File: src/rtl/spi_regs_fifo_if.sv
// ----------------------------------------------------------------------------
// spi_regs_fifo_if
//   Peripheral-bus connection between the dbus fabric and the SPI register
//   block. The master side issues requests, the slave side acknowledges.
//
//   req     master -> slave  access request (level, qualified by spi_sel_i)
//   w_en    master -> slave  1 = write, 0 = read
//   addr    master -> slave  byte address, register offset in addr[7:0]
//   w_data  master -> slave  write data
//   ack     slave -> master  one-cycle acknowledge
//   r_data  slave -> master  read data, valid while ack is high
// ----------------------------------------------------------------------------
interface spi_regs_fifo_if;
    logic        req;
    logic        w_en;
    logic [31:0] addr;
    logic [31:0] w_data;
    logic        ack;
    logic [31:0] r_data;

    modport master (output req, w_en, addr, w_data, input ack, r_data);
    modport slave  (input req, w_en, addr, w_data, output ack, r_data);
endinterface

File: src/rtl/spi_regs_fifo.sv
// ----------------------------------------------------------------------------
// spi_regs_fifo
//   SPI control/status register block with integrated TX and RX FIFOs.
//   Configuration writes land in shadow registers and are copied to the
//   outputs only while the controller is idle (spi_busy_i low) or, for the
//   chip-select group, while the CS lines are idle (spi_hold_off_i high).
//   Watermark interrupt pending bits come straight from FIFO occupancy.
//
//   Optional build macro SPI_ERR_IRQ_EN adds sticky TX/RX overflow pending
//   bits ip[2]/ip[3] (write-1-to-clear) with enables ie[3:2].
//
//   Ports:
//     clk, rst_n        clock, asynchronous active-low reset
//     spi_sel_i         address decode select from the bus fabric
//     dbus              bus slave (req/w_en/addr/w_data -> ack/r_data)
//     irq_o             registered interrupt request
//     spi_busy_i        controller mid-frame, config outputs frozen
//     spi_hold_off_i    CS lines idle, CS outputs may update
//     tx_pop_i          datapath consumes TX head
//     tx_data_o         TX FIFO head, tx_empty_o TX FIFO empty
//     rx_push_i         datapath delivers rx_data_i, rx_full_o RX FIFO full
//     sck_div_o, sck_pha_o, sck_pol_o           clock divisor and mode
//     cs_id_o, cs_def_o, cs_mode_o              chip-select control
//     delay0_o {t2c,c2t}, delay1_o {interframe,intercs}
//     frame_len_o, shift_dir_o, rx_disable_o    frame format
// ----------------------------------------------------------------------------
module spi_regs_fifo #(
    parameter int  NUM_CS     = 4,
    parameter int  FIFO_DEPTH = 8,
    localparam int CSW        = (NUM_CS > 1) ? $clog2(NUM_CS) : 1,
    localparam int CW         = $clog2(FIFO_DEPTH) + 1
) (
    input  logic                  clk,
    input  logic                  rst_n,
    input  logic                  spi_sel_i,
    spi_regs_fifo_if.slave        dbus,
    output logic                  irq_o,
    input  logic                  spi_busy_i,
    input  logic                  spi_hold_off_i,
    input  logic                  tx_pop_i,
    output logic [7:0]            tx_data_o,
    output logic                  tx_empty_o,
    input  logic                  rx_push_i,
    input  logic [7:0]            rx_data_i,
    output logic                  rx_full_o,
    output logic [11:0]           sck_div_o,
    output logic                  sck_pha_o,
    output logic                  sck_pol_o,
    output logic [CSW-1:0]        cs_id_o,
    output logic [NUM_CS-1:0]     cs_def_o,
    output logic [1:0]            cs_mode_o,
    output logic [15:0]           delay0_o,
    output logic [15:0]           delay1_o,
    output logic [3:0]            frame_len_o,
    output logic                  shift_dir_o,
    output logic                  rx_disable_o
);

    localparam int PW = $clog2(FIFO_DEPTH);

    localparam logic [7:0] A_SCKDIV  = 8'h00;
    localparam logic [7:0] A_SCKMODE = 8'h04;
    localparam logic [7:0] A_CSID    = 8'h10;
    localparam logic [7:0] A_CSDEF   = 8'h14;
    localparam logic [7:0] A_CSMODE  = 8'h18;
    localparam logic [7:0] A_DELAY0  = 8'h28;
    localparam logic [7:0] A_DELAY1  = 8'h2C;
    localparam logic [7:0] A_FMT     = 8'h40;
    localparam logic [7:0] A_TXDATA  = 8'h48;
    localparam logic [7:0] A_RXDATA  = 8'h4C;
    localparam logic [7:0] A_TXMARK  = 8'h50;
    localparam logic [7:0] A_RXMARK  = 8'h54;
    localparam logic [7:0] A_IE      = 8'h70;
    localparam logic [7:0] A_IP      = 8'h74;

    logic              ack_q, irq_q;
    logic [31:0]       rData_q, rData_d;

    logic [11:0]       sckDivSh_q, sckDiv_q;
    logic [1:0]        sckModeSh_q, sckMode_q;
    logic [15:0]       delay0Sh_q, delay0_q, delay1Sh_q, delay1_q;
    logic [3:0]        fmtLenSh_q, fmtLen_q;
    logic              fmtDirSh_q, fmtDir_q, rxDisSh_q, rxDis_q;
    logic [CSW-1:0]    csIdSh_q, csId_q;
    logic [NUM_CS-1:0] csDefSh_q, csDef_q;
    logic [1:0]        csModeSh_q, csMode_q;
    logic [CW-1:0]     txMark_q, rxMark_q;
    logic [3:0]        ie_q;

    logic [7:0]        txMem_q [FIFO_DEPTH];
    logic [7:0]        rxMem_q [FIFO_DEPTH];
    logic [PW-1:0]     txWr_q, txRd_q, rxWr_q, rxRd_q;
    logic [CW-1:0]     txCount_q, rxCount_q;

    logic              accept, wrEn, rdEn;
    logic [7:0]        regAddr;
    logic              txFull, txEmpty, rxFull, rxEmpty;
    logic              txPush, txPop, rxPush, rxPop;
    logic              txOvf, rxOvf;
    logic [3:0]        ip;
    logic              unusedBits;

    // An access is taken only when no ack is outstanding, so back-to-back
    // requests are spaced at least two cycles apart.
    assign accept  = dbus.req & spi_sel_i & ~ack_q;
    assign wrEn    = accept & dbus.w_en;
    assign rdEn    = accept & ~dbus.w_en;
    assign regAddr = dbus.addr[7:0];

    assign txFull  = (txCount_q == CW'(FIFO_DEPTH));
    assign txEmpty = (txCount_q == '0);
    assign rxFull  = (rxCount_q == CW'(FIFO_DEPTH));
    assign rxEmpty = (rxCount_q == '0);

    // Full/empty are judged on the registered counts, so a push into a full
    // FIFO is dropped even if a pop happens in the same cycle.
    assign txPush  = wrEn & (regAddr == A_TXDATA) & ~txFull;
    assign txPop   = tx_pop_i & ~txEmpty;
    assign rxPush  = rx_push_i & ~rxFull & ~rxDis_q;
    assign rxPop   = rdEn & (regAddr == A_RXDATA) & ~rxEmpty;

    assign unusedBits = ^{dbus.addr, dbus.w_data};

`ifdef SPI_ERR_IRQ_EN
    logic txOvf_q, rxOvf_q;

    // Sticky overflow flags: a dropped push sets them, writing 1 to the
    // matching ip bit clears them; a drop in the clearing cycle wins.
    always_ff @(posedge clk or negedge rst_n) begin
        if (!rst_n) begin
            txOvf_q <= 1'b0;
            rxOvf_q <= 1'b0;
        end else begin
            if (wrEn && regAddr == A_IP && dbus.w_data[2]) txOvf_q <= 1'b0;
            if (wrEn && regAddr == A_IP && dbus.w_data[3]) rxOvf_q <= 1'b0;
            if (wrEn && regAddr == A_TXDATA && txFull)     txOvf_q <= 1'b1;
            if (rx_push_i && rxFull && !rxDis_q)           rxOvf_q <= 1'b1;
        end
    end

    assign txOvf = txOvf_q;
    assign rxOvf = rxOvf_q;
`else
    assign txOvf = 1'b0;
    assign rxOvf = 1'b0;
`endif

    assign ip = {rxOvf, txOvf, (rxCount_q > rxMark_q), (txCount_q < txMark_q)};

    // Read data mux; the value is sampled at acceptance so an rxdata read
    // returns the head that is popped in that same cycle.
    always_comb begin
        rData_d = '0;
        case (regAddr)
            A_SCKDIV:  rData_d = 32'(sckDivSh_q);
            A_SCKMODE: rData_d = 32'(sckModeSh_q);
            A_CSID:    rData_d = 32'(csIdSh_q);
            A_CSDEF:   rData_d = 32'(csDefSh_q);
            A_CSMODE:  rData_d = 32'(csModeSh_q);
            A_DELAY0:  rData_d = {8'h00, delay0Sh_q[15:8], 8'h00, delay0Sh_q[7:0]};
            A_DELAY1:  rData_d = {8'h00, delay1Sh_q[15:8], 8'h00, delay1Sh_q[7:0]};
            A_FMT:     rData_d = {12'h000, fmtLenSh_q, 12'h000, rxDisSh_q, fmtDirSh_q, 2'b00};
            A_TXDATA:  rData_d = {txFull, 31'h0};
            A_RXDATA:  rData_d = {rxEmpty, 23'h0, rxEmpty ? 8'h00 : rxMem_q[rxRd_q]};
            A_TXMARK:  rData_d = 32'(txMark_q);
            A_RXMARK:  rData_d = 32'(rxMark_q);
            A_IE:      rData_d = 32'(ie_q);
            A_IP:      rData_d = 32'(ip);
            default:   rData_d = '0;
        endcase
    end

    // Bus response, interrupt register and all software-writable state.
    // Config registers written here are shadows; the live copies follow below.
    always_ff @(posedge clk or negedge rst_n) begin
        if (!rst_n) begin
            ack_q       <= 1'b0;
            rData_q     <= '0;
            irq_q       <= 1'b0;
            sckDivSh_q  <= 12'h003;
            sckModeSh_q <= 2'b00;
            csIdSh_q    <= '0;
            csDefSh_q   <= '1;
            csModeSh_q  <= 2'b00;
            delay0Sh_q  <= 16'h0101;
            delay1Sh_q  <= 16'h0001;
            fmtLenSh_q  <= 4'd8;
            fmtDirSh_q  <= 1'b0;
            rxDisSh_q   <= 1'b0;
            txMark_q    <= '0;
            rxMark_q    <= '0;
            ie_q        <= '0;
        end else begin
            ack_q   <= accept;
            rData_q <= rdEn ? rData_d : '0;
            irq_q   <= |(ie_q & ip);
            if (wrEn) begin
                case (regAddr)
                    A_SCKDIV:  sckDivSh_q  <= dbus.w_data[11:0];
                    A_SCKMODE: sckModeSh_q <= dbus.w_data[1:0];
                    A_CSID:    csIdSh_q    <= dbus.w_data[CSW-1:0];
                    A_CSDEF:   csDefSh_q   <= dbus.w_data[NUM_CS-1:0];
                    A_CSMODE:  csModeSh_q  <= dbus.w_data[1:0];
                    A_DELAY0:  delay0Sh_q  <= {dbus.w_data[23:16], dbus.w_data[7:0]};
                    A_DELAY1:  delay1Sh_q  <= {dbus.w_data[23:16], dbus.w_data[7:0]};
                    A_FMT: begin
                        fmtLenSh_q <= dbus.w_data[19:16];
                        rxDisSh_q  <= dbus.w_data[3];
                        fmtDirSh_q <= dbus.w_data[2];
                    end
                    A_TXMARK:  txMark_q <= dbus.w_data[CW-1:0];
                    A_RXMARK:  rxMark_q <= dbus.w_data[CW-1:0];
`ifdef SPI_ERR_IRQ_EN
                    A_IE:      ie_q <= dbus.w_data[3:0];
`else
                    A_IE:      ie_q <= {2'b00, dbus.w_data[1:0]};
`endif
                    default: ;
                endcase
            end
        end
    end

    // Live config copies: re-load from the shadows on every cycle the
    // controller (or, for chip selects, the CS lines) allow it, so a write
    // made while frozen is applied on the first free cycle.
    always_ff @(posedge clk or negedge rst_n) begin
        if (!rst_n) begin
            sckDiv_q  <= 12'h003;
            sckMode_q <= 2'b00;
            delay0_q  <= 16'h0101;
            delay1_q  <= 16'h0001;
            fmtLen_q  <= 4'd8;
            fmtDir_q  <= 1'b0;
            rxDis_q   <= 1'b0;
            csId_q    <= '0;
            csDef_q   <= '1;
            csMode_q  <= 2'b00;
        end else begin
            if (!spi_busy_i) begin
                sckDiv_q  <= sckDivSh_q;
                sckMode_q <= sckModeSh_q;
                delay0_q  <= delay0Sh_q;
                delay1_q  <= delay1Sh_q;
                fmtLen_q  <= fmtLenSh_q;
                fmtDir_q  <= fmtDirSh_q;
                rxDis_q   <= rxDisSh_q;
            end
            if (spi_hold_off_i) begin
                csId_q   <= csIdSh_q;
                csDef_q  <= csDefSh_q;
                csMode_q <= csModeSh_q;
            end
        end
    end

    // Circular FIFOs: pointers wrap naturally at the power-of-two depth,
    // counts are kept separately so full and empty are distinguishable.
    always_ff @(posedge clk or negedge rst_n) begin
        if (!rst_n) begin
            for (int i = 0; i < FIFO_DEPTH; i++) begin
                txMem_q[i] <= '0;
                rxMem_q[i] <= '0;
            end
            txWr_q    <= '0;
            txRd_q    <= '0;
            txCount_q <= '0;
            rxWr_q    <= '0;
            rxRd_q    <= '0;
            rxCount_q <= '0;
        end else begin
            if (txPush) begin
                txMem_q[txWr_q] <= dbus.w_data[7:0];
                txWr_q          <= txWr_q + 1'b1;
            end
            if (txPop) txRd_q <= txRd_q + 1'b1;
            case ({txPush, txPop})
                2'b10:   txCount_q <= txCount_q + 1'b1;
                2'b01:   txCount_q <= txCount_q - 1'b1;
                default: ;
            endcase
            if (rxPush) begin
                rxMem_q[rxWr_q] <= rx_data_i;
                rxWr_q          <= rxWr_q + 1'b1;
            end
            if (rxPop) rxRd_q <= rxRd_q + 1'b1;
            case ({rxPush, rxPop})
                2'b10:   rxCount_q <= rxCount_q + 1'b1;
                2'b01:   rxCount_q <= rxCount_q - 1'b1;
                default: ;
            endcase
        end
    end

    assign dbus.ack     = ack_q;
    assign dbus.r_data  = rData_q;
    assign irq_o        = irq_q;
    assign tx_data_o    = txMem_q[txRd_q];
    assign tx_empty_o   = txEmpty;
    assign rx_full_o    = rxFull;
    assign sck_div_o    = sckDiv_q;
    assign sck_pha_o    = sckMode_q[0];
    assign sck_pol_o    = sckMode_q[1];
    assign cs_id_o      = csId_q;
    assign cs_def_o     = csDef_q;
    assign cs_mode_o    = csMode_q;
    assign delay0_o     = delay0_q;
    assign delay1_o     = delay1_q;
    assign frame_len_o  = fmtLen_q;
    assign shift_dir_o  = fmtDir_q;
    assign rx_disable_o = rxDis_q;

endmodule

File: src/flat_wrapper.sv
// flat-port wrapper written by rule: the top's interface ports become plain ports
module spi_regs_fifo_flat 
#(
    parameter int  NUM_CS     = 4,
    parameter int  FIFO_DEPTH = 8,
    localparam int CSW        = (NUM_CS > 1) ? $clog2(NUM_CS) : 1,
    localparam int CW         = $clog2(FIFO_DEPTH) + 1
)
  (clk, rst_n, spi_sel_i, irq_o, spi_busy_i, spi_hold_off_i, tx_pop_i, tx_data_o, tx_empty_o, rx_push_i, rx_data_i, rx_full_o, sck_div_o, sck_pha_o, sck_pol_o, cs_id_o, cs_def_o, cs_mode_o, delay0_o, delay1_o, frame_len_o, shift_dir_o, rx_disable_o, dbus_req, dbus_w_en, dbus_addr, dbus_w_data, dbus_ack, dbus_r_data);
  spi_regs_fifo_if dbus_i ();
  input  logic clk;
  input  logic rst_n;
  input  logic spi_sel_i;
  output logic irq_o;
  input  logic spi_busy_i;
  input  logic spi_hold_off_i;
  input  logic tx_pop_i;
  output logic [7:0] tx_data_o;
  output logic tx_empty_o;
  input  logic rx_push_i;
  input  logic [7:0] rx_data_i;
  output logic rx_full_o;
  output logic [11:0] sck_div_o;
  output logic sck_pha_o;
  output logic sck_pol_o;
  output logic [CSW-1:0] cs_id_o;
  output logic [NUM_CS-1:0] cs_def_o;
  output logic [1:0] cs_mode_o;
  output logic [15:0] delay0_o;
  output logic [15:0] delay1_o;
  output logic [3:0] frame_len_o;
  output logic shift_dir_o;
  output logic rx_disable_o;
  input wire logic [$bits(dbus_i.req)-1:0] dbus_req;
  input wire logic [$bits(dbus_i.w_en)-1:0] dbus_w_en;
  input wire logic [$bits(dbus_i.addr)-1:0] dbus_addr;
  input wire logic [$bits(dbus_i.w_data)-1:0] dbus_w_data;
  output wire logic [$bits(dbus_i.ack)-1:0] dbus_ack;
  output wire logic [$bits(dbus_i.r_data)-1:0] dbus_r_data;
  assign dbus_i.req = dbus_req;
  assign dbus_i.w_en = dbus_w_en;
  assign dbus_i.addr = dbus_addr;
  assign dbus_i.w_data = dbus_w_data;
  assign dbus_ack = dbus_i.ack;
  assign dbus_r_data = dbus_i.r_data;
  spi_regs_fifo #(.NUM_CS(NUM_CS), .FIFO_DEPTH(FIFO_DEPTH)) u_core (.clk(clk), .rst_n(rst_n), .spi_sel_i(spi_sel_i), .dbus(dbus_i), .irq_o(irq_o), .spi_busy_i(spi_busy_i), .spi_hold_off_i(spi_hold_off_i), .tx_pop_i(tx_pop_i), .tx_data_o(tx_data_o), .tx_empty_o(tx_empty_o), .rx_push_i(rx_push_i), .rx_data_i(rx_data_i), .rx_full_o(rx_full_o), .sck_div_o(sck_div_o), .sck_pha_o(sck_pha_o), .sck_pol_o(sck_pol_o), .cs_id_o(cs_id_o), .cs_def_o(cs_def_o), .cs_mode_o(cs_mode_o), .delay0_o(delay0_o), .delay1_o(delay1_o), .frame_len_o(frame_len_o), .shift_dir_o(shift_dir_o), .rx_disable_o(rx_disable_o));
endmodule
File: config.mk
export PLATFORM = sky130hd
export DESIGN_NAME = spi_regs_fifo_flat
export DESIGN_NICKNAME = d
export VERILOG_FILES = /design/src/rtl/spi_regs_fifo_if.sv /design/src/rtl/spi_regs_fifo.sv /design/src/flat_wrapper.sv
export SDC_FILE = /design/constraint.sdc
export NUM_CORES = 1
export LEC_CHECK = 0
export CAP_MARGIN = 20
export CORE_ASPECT_RATIO = 0.9
export CORE_UTILIZATION = 50
export CTS_CLUSTER_DIAMETER = 200
export DETAILED_ROUTE_END_ITERATION = 8
export PLACE_DENSITY = 0.77
export SLEW_MARGIN = 20
export SYNTH_ARGS = -nofsm -noshare
export SYNTH_HDL_FRONTEND = slang
export SYNTH_SLANG_ARGS = --single-unit
File: constraint.sdc
create_clock -name clk -period 2.83 [get_ports clk]
set_input_delay 0.566 -clock clk [delete_from_list [all_inputs] [get_ports clk]]
set_output_delay 0.566 -clock clk [all_outputs]
set_load 0.05 [all_outputs]
# --- Yosys cells after proc, flatten, opt, wreduce, memory -nomap -nowiden ---
# Cells that the tools add are included.
op_classes:
  addsub: 8
  magnitude_cmp: 8
  eq_ne: 19
  mux: 17
  bitwise_logic: 23
  n_reduce_logical: 19
op_table:
  columns: ["cell", "count"]
  rows:
  - ["$pmux W32 S14", 1]
  - ["$bwmux W64", 2]
  - ["$eq A8 B7 Y1 const B", 7]
  - ["$mux W8", 7]
  - ["$bmux W8 S3", 2]
  - ["$demux W8 S3", 2]
  - ["$mux W32", 1]
  - ["$eq A8 B5 Y1 const B", 3]
  - ["$reduce_and A2 Y1", 11]
  - ["$eq A8 B6 Y1 const B", 2]
  - ["$ge A4 B4 Y1 const B", 4]
  - ["$not A3 Y4", 4]
  - ["$pmux W4 S2", 2]
  - ["$add A3 B1 Y3 const B", 4]
  - ["$and A1 B1 Y1", 11]
  - ["$add A4 B1 Y4 const B", 2]
  - ["$eq A4 B4 Y1 const B", 2]
  - ["$eq A8 B3 Y1 const B", 1]
  - ["$logic_not A4 Y1", 2]
  - ["$logic_not A8 Y1", 1]
  - ["$lt A4 B1 Y1 const B", 2]
  - ["$sub A4 B1 Y4 const B", 2]
  - ["$not A1 Y1", 7]
  - ["$eq A2 B1 Y1 const B", 2]
  - ["7 further kinds", 10]
word_totals:
  regBits: 312
  out_inout_bits: 104
  elab_cells: 142

# --- Logic depth before layout (Yosys ltp) ---
# Gate-level depths: netlist of the first run.
logic_depth:
  depth_word: 7
  mapped_depth: 11

# --- Worst setup path before layout of the first run ---
# OpenSTA, ideal clock, no wires.
synth_timing:
  path_type: "reg2reg"
  start: "reg u_core.rxCount_q[1]"
  end: "reg u_core.rxCount_q[3]"
  setup_time_ns: 0.125
  arrival_ns: 3.626
  path_slack_ns: -0.921
  stages_incl_launch_ff: 12
  path_buffers: 1
  synth_period_minus_slack_ns: 3.751
  cell_sequence: "dfrtp_1 > nor4b_1 > nor3b_1 > clkbuf_1 > inv_1 > ha_1 > ha_1 > a21o_1 > a21oi_1 > xnor2_1 > nor2_1 > xor2_1"
synth_via:
  elab_chain_len: 6
synth_lines:
  columns: ["element", "line_no", "rtl"]
  rows:
  - ["start, declared", "spi_regs_fifo.sv:93", "logic [CW-1:0] txCount_q, rxCount_q;"]
  - ["start signal, assigned", "spi_regs_fifo.sv:288", "2'b10: rxCount_q <= rxCount_q + 1'b1;"]
  - ["start signal, assigned", "spi_regs_fifo.sv:289", "2'b01: rxCount_q <= rxCount_q - 1'b1;"]
  - ["$eq A4 B4 Y1 *", "spi_regs_fifo.sv:112", "assign rxFull = (rxCount_q == CW'(FIFO_DEPTH));"]
  - ["net rx_full_o", "flat_wrapper.sv:22", "output logic rx_full_o;"]
  - ["$not A1 Y1 *", "spi_regs_fifo.sv:119", "assign rxPush = rx_push_i & ~rxFull & ~rxDis_q;"]
  - ["$and A1 B1 Y1 * (2 in series)", "spi_regs_fifo.sv:119", null]
  - ["$eq A2 B1 Y1 / $eq A2 B2 Y1 (equally long branches)", "spi_regs_fifo.sv:287", "case ({rxPush, rxPop})"]
  - ["$pmux W4 S2 / $reduce_bool A2 Y1 (equally long branches)", null, null]
# Mark *: on every way through the listed nets, which the timed path passes. The rest lies on a longest branch.
# A chain may end at the register's enable or synchronous reset.

# --- Worst setup path after layout of the first run ---
layout_timing:
  start: "in dbus_addr[6]"
  end: "reg u_core.txCount_q[3]"
layout_via:
  elab_chain_len: 5
layout_lines:
  columns: ["element", "line_no", "rtl"]
  rows:
  - ["start, declared", "flat_wrapper.sv:36", "input wire logic [$bits(dbus_i.addr)-1:0] dbus_addr;"]
  - ["$eq A8 B7 Y1 *", "spi_regs_fifo.sv:117", "assign txPush = wrEn & (regAddr == A_TXDATA) & ~txFull;"]
  - ["$and A1 B1 Y1 * (2 in series)", "spi_regs_fifo.sv:117", null]
  - ["$eq A2 B1 Y1 / $eq A2 B2 Y1 (equally long branches)", "spi_regs_fifo.sv:277", "case ({txPush, txPop})"]
  - ["$pmux W4 S2 / $reduce_bool A2 Y1 (equally long branches)", null, null]
  - ["end signal, assigned", "spi_regs_fifo.sv:278", "2'b10: txCount_q <= txCount_q + 1'b1;"]
  - ["end signal, assigned", "spi_regs_fifo.sv:279", "2'b01: txCount_q <= txCount_q - 1'b1;"]
  - ["end, declared", "spi_regs_fifo.sv:93", null]
# Every way passes the cells marked *; elsewhere a longest branch is shown, timed or not.

==> metrics.md, run 1 <==
| Metric | Value |
|---|---|
| Outcome | finished, final reports clean |
| Count of final setup violators | 0 |
| Clock Root Buffer | clkbuf_16 |
| Final GP Congestion | 0.8899 |
| Seq. cell area | 7559 sq um |
| Share of post-route cells with drive strength above 1 | 41.97% |
| Initial Util | 51.34% |
| Cell variety after synth | 60 |
| Area delta synth->final | 24.30% |
| Fmax | 0.3674 GHz |
| Reg clk slew, reported paths | 0.06 ns |
| DRT Pass-1 Iters | 5 |
| Netlist Area Pre-Place | 13490 sq um |
| Worst path required time | 3.27 ns |
| Port buffer count | 137 |
| Slew Limit Fails | 0 |
| Non-filler instance count after layout | 1475 |
| Critical path buffers and inverters | 2 |
| Clock buffer depth | 3 |
| Max_cap viols | 0 |
| Clock skew | 0.007931 ns |
| Hold Crit Start | u_core.dbus.ack |
| Max stage delay on crit path | 0.56 ns |
| RSZ-0062 raised after global routing | false |
| Clock period minus worst slack | 2.722 ns |
| Register area share after synthesis | 56.02% |
| CTS buffer count | 31 |
| CP max-delay cell | clkdlybuf4s50_1 |
| Die ar. | 27640 sq um |
| Total grt overflow | 0 |
| DRT iter0 DRCs | 628 |
| # clock sinks | 301 |
| Post-layout net count | 1202 |
| Die Y | 157.8 um |
| Setup crit end kind | flop |
| # DRC | 0 |
| First-pass GRT wire length | 48.30 mm |
| Crit share post-route | 96.18% |
| Worst reg2reg startpoint | u_core.dbus.ack |
| #FFs+latches synth | 301 |
| Cells after synthesis | 916 |
| Most frequent cells in the layout | 280 x dfrtp_1, 264 x mux2_2, 125 x clkdlybuf4s50_1 |
| CP Cell Sequence | clkdlybuf4s50_1 -> or4b_4 -> nor4b_4 -> inv_1 -> ha_2 -> ha_1 -> a21o_1 -> a21oi_1 -> xnor2_1 -> nor2_1 -> xor2_1 |
| Cell row count | 56 |
| Hold Path Class | flop to flop |
| Number of global-route vias before repair | 8560 |
| Core area | 26280 sq um |
| Synth warnings | 0 |
| Worst-path maximum fanout | 3 |
| Fill cells | 1928 |
| Startpoint type of the worst setup path | input port |
| Worst Setup SP | dbus_addr[6] |
| Final Hold Slack | 0.4925 ns |
| Post-Place Cells | 1415 |
| Power Dens Cells | 697.4 nW/um^2 |
| Post-Place Cell Area | 15740 sq um |
| Number of synthesized flops with an enable pin | 0 |
| Final hold violations | 0 |
| Detailed-placement wirelength estimate | 20.50 mm |
| Vias | 8323 |
| Die X-Extent | 175.1 um |
| GRT Util Overall | 22.43% |
| N_diodes | 0 |
| Initial antenna violation count | 0 |
| WL/cell | 20.31 um |
| Pwr Total | 11.69 mW |
| Vias per cell | 5.643 |
| Final wirelength | 29.95 mm |
| Avg Cell Area, Syn | 14.73 sq um |
| Clk_lat worst skew | 0.57 ns |
| Worst-Margin Slew | 0.7560 ns |
| Routed Antenna Nets | 0 |
| Crit path max-delay family | simple AND/OR/NAND/NOR gates |
| Multi-input gate area | 5683 sq um |
| Commonest non-fill, non-tap cell in the layout | dfrtp_1 |
| Async SR Flop Fraction | 100.0% |
| Main synth FF type | dfrtp_1 |
| CTS tree | built |
| # H-tree levels | 1 |
| WS Path Type | input port to flop |
| Largest net degree at the start of global routing | 73 |
| VDD IR-drop max | 0.4673 mV |
| IO Count | 185 |
| Cell area after layout | 16770 sq um |
| Worst slew margin | 49.44% |
| P_leak | 7.640 nW |
| Arrival @ worst endpoint | 3.16 ns |
cell usage after synthesis (6+ instances only):
cell | n | share of area, %
dfrtp_1 | 281 | 52
mux2_2 | 264 | 22
clkbuf_1 | 43 | 1.2
nand2_1 | 38 | 1.1
mux4_2 | 32 | 5.3
nor2_1 | 21 | 0.58
dfstp_2 | 20 | 3.9
ha_1 | 17 | 1.6
inv_1 | 16 | 0.45
mux2_4 | 16 | 1.8
buf_4 | 12 | 0.67
a21oi_1 | 11 | 0.41
a22oi_1 | 11 | 0.61
xnor2_1 | 9 | 0.58
a222oi_1 | 8 | 0.59
xor2_1 | 8 | 0.52
and2_1 | 7 | 0.32
nor4b_1 | 7 | 0.45
buf_1 | 6 | 0.17
nand3b_1 | 6 | 0.33
per-stage QoR:
step	setup slack [ns]	TNS [ns]	util, %
floorplan	0.008566	0	-
global placement	-0.4406	-18.40	59.90
detailed placement	-0.4684	-18.54	59.90
CTS	0.006129	0	63.81
global route	0.003657	0	63.82
finish	0.1082	0	63.82
registers in the layout, summed over array words and instances, names as in the netlist, 12 cells and up:
register            cells
u_core.rxMem_q         64
u_core.txMem_q         64
u_core.dbus.r_data     21
u_core.delay0Sh_q      16
u_core.delay0_o        16
u_core.delay1Sh_q      16
u_core.delay1_o        16
u_core.sckDivSh_q      12
u_core.sck_div_o       12
routing by layer:
layer,vias to the layer above,share of wire (%),global-route usage (%)
li1,3710,-,-
met1,4320,47,32.76
met2,246,46,35.26
met3,47,5.5,3.939
met4,0,1.9,4.886
met5,-,0,0
power breakdown:
part	switching, mW	internal [mW]
sequential	0.471	4.91
clock	1.65	2.38
combinational	1.01	1.27
total	3.13	8.56
worst register-to-register path, stage by stage (launching register included):
cell      delay [ns]
dfrtp_1         0.40
nand4b_1        0.34
nor4b_4         0.38
inv_1           0.07
ha_2            0.18
ha_1            0.28
a21o_1          0.19
a21oi_1         0.16
xnor2_1         0.13
nor2_1          0.07
xor2_1          0.13
worst paths after layout:
check | endpoint | slack (ns) | depth (start not counted)
worst max-delay path | u_core.txCount_q[3] | 0.11 | 11
worst min-delay path | u_core.dbus.ack | 0.49 | 1
worst max register to register | u_core.txCount_q[3] | 0.36 | 10
worst min register to register | u_core.dbus.ack | 0.49 | 1
max in group asynchronous | u_core.delay0Sh_q[8] | 1.50 | 3
min in group asynchronous | u_core.txMem_q[23] | 0.54 | 2
cells by family after synthesis:
logic type                 after synthesis  share of synthesized area, %
AOI/OAI and AO/OA                       53                         2.838
xor gates and xnor gates                17                         1.104
adders and majority gates               19                         1.873
buffers and inverters                   79                         2.597
DFF                                    301                         56.02
muxes                                  318                         29.62
other                                    1                       0.02780
and+or+nand+nor                        128                         5.917
repair_timing:
action | 4_1_cts | 5_1_grt
hold endpoints to repair | 56 | 0
hold buffers | 1 | 0
pin swaps | 0 | 0
setup endpoints to repair | 9 | 1
setup buffers | 1 | 0
gates resized for setup | 2 | 1
cell type report:
type	count	share of cell area (%)
sequential	301	45.08
tap	348	2.597
clock inverter	5	0.5372
clock buffer	53	5.477
inverter	16	0.3582
multi-input combinational	546	33.89
timing repair buffer	206	12.07
Power figures use the tool's default switching activity.
==> run 2, diff against run 1 <==
Settings changed: MAX_ROUTING_LAYER from default to met4.
==> run 2 against run 1 <==
  * Critical path depth stayed put
  * Design area stayed put
  * Total power hardly changed
  * Flip-flop and latch count stayed put
  * Core utilization stayed put
  * Register-to-register slack hardly changed
  * Clock power hardly changed
  * Sequential share of layout area stayed put
  * Final cell count stayed put
==> metrics.md, run 2 (synthesis gave the netlist of run 1 again) <==
| Metric | Value |
|---|---|
| Outcome | finished, final reports clean |
| N_diodes | 0 |
| Final hold violations | 0 |
| Setup TNS | 0 ns |
| Detailed-placement wirelength estimate | 20.50 mm |
| Die X-Extent | 175.1 um |
| P_leak | 7.640 nW |
| Hold Path Class | flop to flop |
| Setup crit end kind | flop |
| # DRC | 0 |
| Max stage delay on crit path | 0.56 ns |
| Power Dens Cells | 697.1 nW/um^2 |
| RSZ-0062 raised after global routing | false |
| GRT Util Overall | 23.15% |
| Arrival @ worst endpoint | 3.16 ns |
| Most frequent cells in the layout | 280 x dfrtp_1, 264 x mux2_2, 125 x clkdlybuf4s50_1 |
| Core area | 26280 sq um |
| Vias | 8329 |
| Slew Limit Fails | 0 |
| Clock period minus worst slack | 2.718 ns |
| Final wirelength | 29.92 mm |
| Vias per cell | 5.647 |
| Clock skew | 0.006664 ns |
| Post-layout net count | 1202 |
| Final Hold Slack | 0.4918 ns |
| DRT Pass-1 Iters | 5 |
| CP max-delay cell | clkdlybuf4s50_1 |
| # clock sinks | 301 |
| Clock buffer depth | 3 |
| Cell area after layout | 16770 sq um |
| Reg clk slew, reported paths | 0.06 ns |
| First-pass GRT wire length | 48.32 mm |
| Crit share post-route | 96.05% |
| Largest net degree at the start of global routing | 73 |
| Cell row count | 56 |
| Final GP Congestion | 0.9049 |
| Critical path buffers and inverters | 2 |
| Initial antenna violation count | 0 |
| Count of final setup violators | 0 |
| Worst path required time | 3.27 ns |
| Die ar. | 27640 sq um |
| Clk_lat worst skew | 0.57 ns |
| IO Count | 185 |
| Total grt overflow | 0 |
| Worst slew margin | 49.86% |
| Worst-path maximum fanout | 3 |
| Routed Antenna Nets | 0 |
| CTS tree | built |
| Setup slack after layout | 0.1117 ns |
| # H-tree levels | 1 |
| Area delta synth->final | 24.30% |
| Fmax | 0.3679 GHz |
| Die Y | 157.8 um |
| Startpoint type of the worst setup path | input port |
| Commonest non-fill, non-tap cell in the layout | dfrtp_1 |
| Pwr Total | 11.69 mW |
| WL/cell | 20.28 um |
| CTS buffer count | 31 |
| WS Path Type | input port to flop |
| Port buffer count | 137 |
| VDD IR-drop max | 0.4664 mV |
| Initial Util | 51.34% |
| CP Cell Sequence | clkdlybuf4s50_1 -> or4b_4 -> nor4b_4 -> inv_1 -> ha_2 -> ha_1 -> a21o_1 -> a21oi_1 -> xnor2_1 -> nor2_1 -> xor2_1 |
| DRT iter0 DRCs | 604 |
| Share of post-route cells with drive strength above 1 | 41.97% |
| Crit path max-delay family | simple AND/OR/NAND/NOR gates |
| Post-Place Cell Area | 15740 sq um |
| Max_cap viols | 0 |
| Number of global-route vias before repair | 8555 |
| Worst-Margin Slew | 0.7498 ns |
| Clock Root Buffer | clkbuf_16 |
| Setup WS pre-CTS | -0.4684 ns |
run 2: routing by layer:
| metal | global-route usage (%) | wire (um) | vias to the layer above |
|---|---|---|---|
| met3 | 3.818 | 1614 | 45 |
| met2 | 35.26 | 13810 | 243 |
| met5 | - | 0 | - |
| met1 | 32.93 | 13920 | 4330 |
| met4 | 4.886 | 570 | 0 |
| li1 | - | - | 3711 |
run 2: final timing paths:
check,from,to,slack [ns],cells after the start
max,dbus_addr[6],u_core.txCount_q[3],0.11,11
min,u_core.dbus.ack,u_core.dbus.ack,0.49,1
max reg2reg,u_core.dbus.ack,u_core.txCount_q[3],0.36,10
min reg2reg,u_core.dbus.ack,u_core.dbus.ack,0.49,1
max in group asynchronous,rst_n,u_core.frame_len_o[3],1.50,3
min in group asynchronous,rst_n,u_core.txMem_q[23],0.54,2
run 2: final cells by class:
class,count,area (sq um)
tap,348,435.4
clock buffer,53,918.4
fill,1928,9507
sequential,301,7559
timing repair buffer,206,2023
inverter,16,60.06
clock inverter,5,90.09
multi-input combinational,546,5683
run 2: timing repair:
action	in CTS	in global routing
setup endpoints to repair	9	1
hold buffers	1	0
buffers inserted	1	0
gates resized for setup	2	1
endpoints found under the hold margin	56	0
run 2: stage by stage:
stage,cells,util (%)
5_1_grt,1475,63.82
3_3_place_gp,1415,59.90
3_5_place_dp,1415,59.90
4_1_cts,1475,63.81
6_report,1475,63.82
2_1_floorplan,926,-
run 2: power breakdown:
group	leakage, nW	total, mW	internal [mW]	switching (mW)
logic	3.18	2.29	1.27	1.01
registers	3.97	5.38	4.91	0.470
clock network	0.490	4.02	2.38	1.64
total	7.64	11.7	8.56	3.13
==> run 3, diff against run 2 <==
Settings changed: PLACE_DENSITY 0.77 to 0.89.
==> run 3 against run 2 <==
  * Critical path depth down 7
  * Clock-buffer cell count fell by 8
  * Register-to-register slack lost 0.10 ns
  * Non-clock buffer count shrank 2
  * Clock skew increased by 0.010 ns
  * Routed wire length is 3.2% higher
  * Flip-flop and latch count unchanged
  * Fmax decreased by 1.1%
  * Die area is the same
  * Global-route usage grew 0.25 points
  * Final cell count shrank 0.47%
  * Largest cell class unchanged
==> metrics.md, run 3 (synthesis gave the netlist of run 1 again) <==
| Metric | Value |
|---|---|
| CTS buffer count | 30 |
| Clock Root Buffer | clkbuf_16 |
| Area delta synth->final | 23.97% |
| Worst-Margin Slew | 0.7376 ns |
| Arrival @ worst endpoint | 2.18 ns |
| Most frequent cells in the layout | 280 x dfrtp_1, 264 x mux2_2, 125 x clkdlybuf4s50_1 |
| Total grt overflow | 0 |
| Vias | 8467 |
| Die X-Extent | 175.1 um |
| Routed Antenna Nets | 0 |
| Worst slew margin | 50.67% |
| WL/cell | 21.04 um |
| # DRC | 0 |
| DRT Pass-1 Iters | 6 |
| IO Count | 185 |
| Worst-path maximum fanout | 8 |
| Final Hold Slack | 0.4869 ns |
| Port buffer count | 137 |
| Fmax | 0.3637 GHz |
| Clock skew | 0.01691 ns |
| Final Util | 63.65% |
| Count of final setup violators | 0 |
| Outcome | finished, final reports clean |
| # H-tree levels | 1 |
| Clock buffer depth | 3 |
| Largest net degree at the start of global routing | 97 |
| Slew Limit Fails | 0 |
| Vias per cell | 5.768 |
| Detailed-placement wirelength estimate | 20.78 mm |
| Final hold violations | 0 |
| Worst path required time | 2.26 ns |
| VDD IR-drop max | 0.4685 mV |
| Clock period minus worst slack | 2.749 ns |
| N_diodes | 0 |
| Reg clk slew, reported paths | 0.07 ns |
| CTS tree | built |
| Cell row count | 56 |
| DRT iter0 DRCs | 618 |
| Startpoint type of the worst setup path | flop |
| Clk_lat worst skew | 0.55 ns |
| RSZ-0062 raised after global routing | false |
| Commonest non-fill, non-tap cell in the layout | dfrtp_1 |
| Die ar. | 27640 sq um |
| Post-layout net count | 1199 |
| P_leak | 7.649 nW |
| Postcts setup bufs | 0 |
| Setup crit end kind | output pin |
| Crit share post-route | 97.15% |
| Die Y | 157.8 um |
| Final wirelength | 30.88 mm |
| Hold Path Class | flop to flop |
| Max_cap viols | 0 |
| First-pass GRT wire length | 48.81 mm |
| Number of global-route vias before repair | 8793 |
| Initial Util | 51.34% |
| GRT Util Overall | 23.40% |
| # clock sinks | 301 |
| Core area | 26280 sq um |
| Final GP Congestion | 0.9399 |
| Power Dens Cells | 698.2 nW/um^2 |
| WS Path Type | flop to output pin |
| Initial antenna violation count | 0 |
| Share of post-route cells with drive strength above 1 | 42.86% |
==> run 3: cell count changes in the layout (fill, tap and decap cells not counted), moves of 4 or more <==
cell	before	now
buf_12	12	8
clkinv_2	2	7
clkbuf_8	6	11
clkbuf_1	16	3
==> run 3: cell type report <==
class	instances	area (sq um)
multi-input combinational	546	5687
inverter	16	60.06
sequential	301	7559
clock inverter	8	65.06
fill	1867	9552
timing repair buffer	204	1979
tap	348	435.4
clock buffer	45	938.4
==> run 3: worst paths after layout <==
path	startpoint	end	slack (ns)	cells past startpoint
min in group asynchronous	rst_n	u_core.sckDivSh_q[8]	0.54	2
setup / recovery	u_core.txRd_q[0]	tx_data_o[3]	0.08	4
max in group asynchronous	rst_n	u_core.rxMem_q[51]	1.42	3
setup reg to reg	u_core.rxCount_q[1]	u_core.rxCount_q[3]	0.26	10
hold reg to reg	u_core.dbus.ack	u_core.dbus.ack	0.49	1
hold / removal	u_core.dbus.ack	u_core.dbus.ack	0.49	1
==> run 3: repair_timing <==
| item | CTS | global route |
|---|---|---|
| setup endpoints to repair | 0 | 4 |
| gates resized for setup | 0 | 4 |
| hold endpoints to repair | 53 | 0 |
| hold buffers | 1 | 0 |
==> run 3: through the flow <==
| step | TNS, ns | instances | total power, mW | setup slack, ns | instance area (sq um) |
|---|---|---|---|---|---|
| floorplan | 0 | 926 | 6.966 | 0.008566 | 13590 |
| detailed placement | -15.96 | 1413 | 7.730 | -0.4294 | 15680 |
| CTS | 0 | 1467 | 11.71 | 0.01950 | 16690 |
| global placement | -12.36 | 1413 | 7.583 | -0.3671 | 15680 |
| finish | 0 | 1468 | 11.68 | 0.08055 | 16720 |
| global route | 0 | 1468 | 12.19 | 0.001789 | 16720 |
==> run 3: power breakdown <==
part,total [mW],switching (mW),leakage (nW),internal [mW]
logic,2.32,1.02,3.17,1.29
registers,5.39,0.482,3.97,4.91
clock network,3.97,1.61,0.506,2.36
total,11.7,3.12,7.65,8.56
==> run 3: critical path: stages (launching register included) <==
cell and delay [ns]:
dfrtp_2 0.45, clkbuf_16 0.20, mux4_2 0.50, mux2_2 0.29
buf_4 0.19
==> run 3: routing by layer <==
layer  vias up  share of wire, %  GRT usage, %  wire length (um)
met2       306                49         37.93             15040
met4         0               2.3         5.921               721
li1       3683                 -             -                 -
met5         -                 0             -                 0
met3        55               5.9         2.978              1810
met1      4423                43         31.53             13310
